**src/rtl/twowire_apb_arbiter.sv**
```systemverilog
// ---------------------------------------------------------------------------
// twowire_apb_arbiter
//
// Shares one downstream APB3 completer between two upstream APB3 requesters.
// Arbitration is round-robin. The grant is held for the whole transfer.
// Each transfer takes one IDLE (decision) cycle, one SETUP cycle and one or
// more ACCESS cycles.
//
// Optional feature macro: TWOWIRE_ARB_TIMEOUT_EN
//   When this macro is defined, an ACCESS phase that waits TIMEOUT cycles
//   without dst_pready is aborted. The requester sees pready=1, pslverr=1
//   and prdata=0. When the macro is undefined, ACCESS waits for dst_pready
//   indefinitely and TIMEOUT has no effect.
//
// Handshake: a requester asserts sN_psel and holds its address, write flag
// and write data until it sees sN_pready=1. sN_penable is not used for the
// decision, so a request is accepted in IDLE whichever phase the requester
// is in. Downstream, dst_psel/dst_penable follow the standard APB SETUP ->
// ACCESS sequence, and a transfer ends in the first ACCESS cycle with
// dst_pready=1.
//
// Ports:
//   dck, drst_n           clock, asynchronous active-low reset
//   sN_psel/penable/pwrite/paddr/pwdata   requester N request (N = 0, 1)
//   sN_pready/pslverr/prdata              requester N response
//   dst_psel/penable/pwrite/paddr/pwdata  downstream request (registered)
//   dst_pready/pslverr/prdata             downstream response
//   grant                 current or most recently granted requester
// ---------------------------------------------------------------------------
module twowire_apb_arbiter #(
  parameter int W_ADDR  = 8,
  parameter int TIMEOUT = 255
) (
  input  logic              dck,
  input  logic              drst_n,
  input  logic              s0_psel,
  input  logic              s0_penable,
  input  logic              s0_pwrite,
  input  logic [W_ADDR-1:0] s0_paddr,
  input  logic [31:0]       s0_pwdata,
  output logic              s0_pready,
  output logic              s0_pslverr,
  output logic [31:0]       s0_prdata,
  input  logic              s1_psel,
  input  logic              s1_penable,
  input  logic              s1_pwrite,
  input  logic [W_ADDR-1:0] s1_paddr,
  input  logic [31:0]       s1_pwdata,
  output logic              s1_pready,
  output logic              s1_pslverr,
  output logic [31:0]       s1_prdata,
  output logic              dst_psel,
  output logic              dst_penable,
  output logic              dst_pwrite,
  output logic [W_ADDR-1:0] dst_paddr,
  output logic [31:0]       dst_pwdata,
  input  logic              dst_pready,
  input  logic              dst_pslverr,
  input  logic [31:0]       dst_prdata,
  output logic              grant
);

  typedef enum logic [1:0] {
    ST_IDLE   = 2'd0,
    ST_SETUP  = 2'd1,
    ST_ACCESS = 2'd2
  } state_t;

  state_t              state_q, state_d;
  logic                grant_q, grant_d;
  logic                last_q, last_d;
  logic [W_ADDR-1:0]   paddr_q, paddr_d;
  logic                pwrite_q, pwrite_d;
  logic [31:0]         pwdata_q, pwdata_d;

  logic                pick;         // requester that wins in IDLE
  logic                timeout_hit;  // forced completion this cycle
  logic                done;         // transfer completes this cycle
  logic                rsp_err;
  logic [31:0]         rsp_data;

  // Penable is not needed for the decision. TIMEOUT is only read in the
  // timeout build.
  logic unused_ok;
  assign unused_ok = &{1'b0, s0_penable, s1_penable, TIMEOUT[0]};

  // On a tie, the requester that was not served last wins.
  assign pick = (s0_psel && s1_psel) ? ~last_q : s1_psel;

`ifdef TWOWIRE_ARB_TIMEOUT_EN
  localparam logic [15:0] TO_LAST = 16'(TIMEOUT - 1);

  logic [15:0] cnt_q, cnt_d;

  // The counter is cleared in SETUP, so it reads 0 in the first ACCESS cycle.
  always_comb begin
    cnt_d = cnt_q;
    if (state_q == ST_SETUP) begin
      cnt_d = '0;
    end else if (state_q == ST_ACCESS && !dst_pready) begin
      cnt_d = cnt_q + 16'd1;
    end
  end

  always_ff @(posedge dck or negedge drst_n) begin
    if (!drst_n) begin
      cnt_q <= '0;
    end else begin
      cnt_q <= cnt_d;
    end
  end

  // A real response in the same cycle takes priority over the timeout.
  assign timeout_hit = (state_q == ST_ACCESS) && !dst_pready && (cnt_q == TO_LAST);
`else
  assign timeout_hit = 1'b0;
`endif

  assign done = (state_q == ST_ACCESS) && (dst_pready || timeout_hit);

  always_comb begin
    state_d  = state_q;
    grant_d  = grant_q;
    last_d   = last_q;
    paddr_d  = paddr_q;
    pwrite_d = pwrite_q;
    pwdata_d = pwdata_q;
    case (state_q)
      ST_IDLE: begin
        if (s0_psel || s1_psel) begin
          grant_d  = pick;
          paddr_d  = pick ? s1_paddr  : s0_paddr;
          pwrite_d = pick ? s1_pwrite : s0_pwrite;
          pwdata_d = pick ? s1_pwdata : s0_pwdata;
          state_d  = ST_SETUP;
        end
      end
      ST_SETUP: begin
        state_d = ST_ACCESS;
      end
      ST_ACCESS: begin
        if (done) begin
          last_d  = grant_q;
          state_d = ST_IDLE;
        end
      end
      default: begin
        state_d = ST_IDLE;
      end
    endcase
  end

  always_ff @(posedge dck or negedge drst_n) begin
    if (!drst_n) begin
      state_q  <= ST_IDLE;
      grant_q  <= 1'b0;
      last_q   <= 1'b1;
      paddr_q  <= '0;
      pwrite_q <= 1'b0;
      pwdata_q <= '0;
    end else begin
      state_q  <= state_d;
      grant_q  <= grant_d;
      last_q   <= last_d;
      paddr_q  <= paddr_d;
      pwrite_q <= pwrite_d;
      pwdata_q <= pwdata_d;
    end
  end

  // Downstream controls depend only on state. No path runs from sN_psel.
  assign dst_psel    = (state_q == ST_SETUP) || (state_q == ST_ACCESS);
  assign dst_penable = (state_q == ST_ACCESS);
  assign dst_paddr   = paddr_q;
  assign dst_pwrite  = pwrite_q;
  assign dst_pwdata  = pwdata_q;
  assign grant       = grant_q;

  // A timed-out transfer reports an error and returns zero data.
  assign rsp_err  = dst_pready ? dst_pslverr : 1'b1;
  assign rsp_data = dst_pready ? dst_prdata  : 32'h0;

  assign s0_pready  = done && !grant_q;
  assign s1_pready  = done &&  grant_q;
  assign s0_pslverr = s0_pready && rsp_err;
  assign s1_pslverr = s1_pready && rsp_err;
  assign s0_prdata  = s0_pready ? rsp_data : 32'h0;
  assign s1_prdata  = s1_pready ? rsp_data : 32'h0;

endmodule

```
**config.mk**
```make
export PLATFORM = sky130hd
export DESIGN_NAME = twowire_apb_arbiter
export DESIGN_NICKNAME = d
export VERILOG_FILES = /design/src/rtl/twowire_apb_arbiter.sv
export SDC_FILE = /design/constraint.sdc
export NUM_CORES = 1
export LEC_CHECK = 0
export BUFFER_PORTS_ARGS = -buffer_cell sky130_fd_sc_hd__buf_2
export CAP_MARGIN = 20
export CORE_AREA = 2 2 92 94
export CTS_CLUSTER_SIZE = 16
export DETAILED_ROUTE_END_ITERATION = 10
export DIE_AREA = 0 0 94 96
export HOLD_SLACK_MARGIN = 0.02
export PLACE_DENSITY = 0.68
export SLEW_MARGIN = 20
export SYNTH_ARGS = -nofsm -noshare
export SYNTH_HDL_FRONTEND = slang
export SYNTH_SLANG_ARGS = --single-unit
export TNS_END_PERCENT = 30
```
**constraint.sdc**
```tcl
create_clock -name dck -period 1.8 [get_ports dck]
set_clock_uncertainty 0.15 [all_clocks]
set_input_delay 0.18 -clock dck [delete_from_list [all_inputs] [get_ports dck]]
set_output_delay 0.18 -clock dck [all_outputs]
set_load 0.01 [all_outputs]
```
==> results.json <==
{
  "setup_slack_ns": -0.104,
  "antenna_found_initial": 3,
  "p_per_area_mw_per_mm2": 1200,
  "fin_area_mm2": 0.00477,
  "io_buffers": 231,
  "via_per_inst": 4.78,
  "worst_pin_slew_ns": 0.571,
  "synth_seq_area_share_pct": 44.3,
  "drive_above_1_share_pct": 45.4,
  "syn_avg_cell_area_um2": 8.03,
  "crit_required_ns": 1.47,
  "grt_overflow_total": 0,
  "synth_area_leader_cell": "dfrtp_1",
  "swShare_pct": 40.9,
  "numCtsBuffers": 5,
  "clock_tree.root_cell": "clkbuf_8",
  "fillerInstances": 724,
  "synth_top_area_share_pct": 43.2,
  "cp.arrival_ns": 1.57,
  "cts_htree_levels": 2,
  "netlist_instances": 317,
  "wl_um": 10600,
  "p_clk_share_pct": 13.5,
  "dr.pass1.iters": 4,
  "die_w_um": 94,
  "p_leak_nw": 2.53,
  "initialDrtViolationCount": 129,
  "die_h_um": 96,
  "rsz0062_at_grt": "true",
  "clk_pin_slew_ns": 0.09,
  "ys_ff_latch": 45,
  "cts_tree": "built",
  "grt_max_degree": 43,
  "peakVddDrop_uv": 578,
  "synth_area_mm2": 0.00255,
  "die_area_mm2": 0.00902,
  "cts_buffer_depth": 2,
  "hold_viol": 0,
  "drcViolationCount": 0,
  "synth_fp_nets": 442,
  "power_mw": 5.74,
  "clkSinkCount": 45,
  "grt_pass1_vias": 3168,
  "grt_pass1_wl_um": 15200,
  "p_switching_mw": 2.35,
  "synth.distinct_cells": 21,
  "coreArea_mm2": 0.00805,
  "mostFrequentLayoutCells": "buf_2 (214), a21oi_1 (83), and2_1 (56), dlygate4sd3_1 (56), dfrtp_1 (44)",
  "yosysWarnings": 0,
  "clock_latency_ns": 0.30,
  "cp-start-kind": "flip-flop",
  "hpwlAfterDp_um": 6970,
  "slew_headroom_pct": 61.9,
  "mostFrequentLayoutCell": "buf_2",
  "worstPathMaxFanout": 34,
  "nets": 730,
  "gp_congestion": 0.703,
  "maxCapViolations": 0,
  "avgRoutedWirePerCell_um": 14.8,
  "criticalPathCategory": "flip-flop to output port",
  "regArea_mm2": 0.00113,
  "fmax_mhz": 525,
  "grt_usage_pct": 21.6,
  "intPower_mw": 3.39,
  "final_cells": 712,
  "period_needed_ns": 1.90,
  "place_inst": 640,
  "pin_count": 234,
  "period_share_pct": 106,
  "setup_tns_ns": -5.25,
  "holdWs_ns": 0.0266,
  "multi_input_area_mm2": 0.00135,
  "areaGrowthSynthToFinish_pct": 87.2,
  "start_util_pct": 31.6,
  "postRouteAntennaNets": 0,
  "hold_path_class": "input port to flip-flop",
  "rows": 33,
  "place_area_mm2": 0.00384,
  "combPwrFrac_pct": 54.5,
  "outcome": "finished, violations left",
  "cp-end-kind": "output port",
  "setup_viol": 66,
  "drv_slew": 0,
  "netlist_top_cells_area": "dfrtp_1 (43%), a21oi_1 (16%), and2_1 (16%)",
  "seq_power_share_pct": 32.0,
  "violations": "setup timing",
  "num_vias": 3400
}
-- Yosys cell counts, drive strengths merged --
cell / n
a21bo: 1
a21boi: 1
a21o: 1
a21oi: 83
a22o: 1
and2: 66
and3: 1
buf: 19
clkbuf: 4
dfrtp: 44
dfstp: 1
ha: 3
inv: 2
mux2: 1
nand2: 42
nor2: 43
nor2b: 1
o21a: 1
o21ai: 1
o22ai: 1
-- critical path, cell delays in order (launching register included) --
cell and delay [ns]:
dfrtp_1 0.40, inv_2 0.08, ha_4 0.15, and3_4 0.21
buf_12 0.16, and2_1 0.16, buf_6 0.11
-- sequential cells by signal, summed over array words and instances, names as in the netlist --
register    count
dst_paddr       8
dst_pwdata     32
dst_pwrite      1
grant           1
last_q          1
state_q         2
-- path summary, 6_finish.rpt --
path / from / to / depth (start not counted) / slack, ns
hold reg to reg: dst_pwdata[12]$_DFFE_PN0P_ / dst_pwdata[12]$_DFFE_PN0P_ / 2 / 0.38
setup reg to reg: state_q[0]$_DFFE_PN0P_ / dst_pwdata[13]$_DFFE_PN0P_ / 8 / 0.08
setup / recovery: state_q[0]$_DFFE_PN0P_ / s1_prdata[6] / 6 / -0.10
hold / removal: s1_pwdata[5] / dst_pwdata[5]$_DFFE_PN0P_ / 3 / 0.03
min in group asynchronous: drst_n / dst_paddr[7]$_DFFE_PN0P_ / 2 / 0.27
max in group asynchronous: drst_n / dst_pwdata[11]$_DFFE_PN0P_ / 3 / 0.69
-- per-layer routing --
layer	vias up	share of wire (%)	track usage [%]	wire, um
met4	4	2.3	5.92	245
met3	21	7.3	4.93	768
met2	162	54	41.7	5740
met5	-	0.26	0	27
met1	1602	36	23.6	3780
li1	1611	-	-	-
-- metrics by stage --
stage          util, %  setup WS, ns
6_report          59.2        -0.104
4_1_cts           57.9        -0.142
2_1_floorplan        -        0.0895
3_5_place_dp      47.7       -0.0980
3_3_place_gp      47.7       -0.0478
5_1_grt           59.2        -0.207
-- layout make-up --
class | count | area share [%]
Antenna cell | 1 | 0.0525
Clock buffer | 6 | 1.52
Clock inverter | 2 | 0.814
Inverter | 2 | 0.158
Multi-Input combinational cell | 247 | 28.4
Sequential cell | 45 | 23.7
Tap cell | 105 | 2.76
Timing Repair Buffer | 304 | 42.6
-- power by group through the flow --
stage	Sequential, mW	Clock [mW]	Combinational, mW
2_1_floorplan	2.04	0	1.35
5_1_grt	1.89	0.837	3.42
4_1_cts	1.83	0.798	3.02
3_5_place_dp	1.82	0	2.78
6_report	1.84	0.778	3.13
3_3_place_gp	1.81	0	2.72
-- cell families (layout without fill, tap and decap cells) --
kind of cell	Yosys count	in the layout	synth area share, %
buf+inv	25	314	5.60
compound gates	90	90	19.0
mux	1	1	0.442
fa+ha+maj	3	3	1.47
flops	45	45	44.3
simple gates	153	153	29.2
other cells	0	1	0
-- timing repair --
action | 4_1_cts | 5_1_grt
pin swaps | 48 | 8
buffers inserted | 6 | 1
setup endpoints to repair | 109 | 109
hold buffers | 56 | 0
gates cloned | 2 | 0
resized for setup | 15 | 31
endpoints found under the hold margin | 62 | 0
Note: power is estimated with default switching activity, not from simulation.
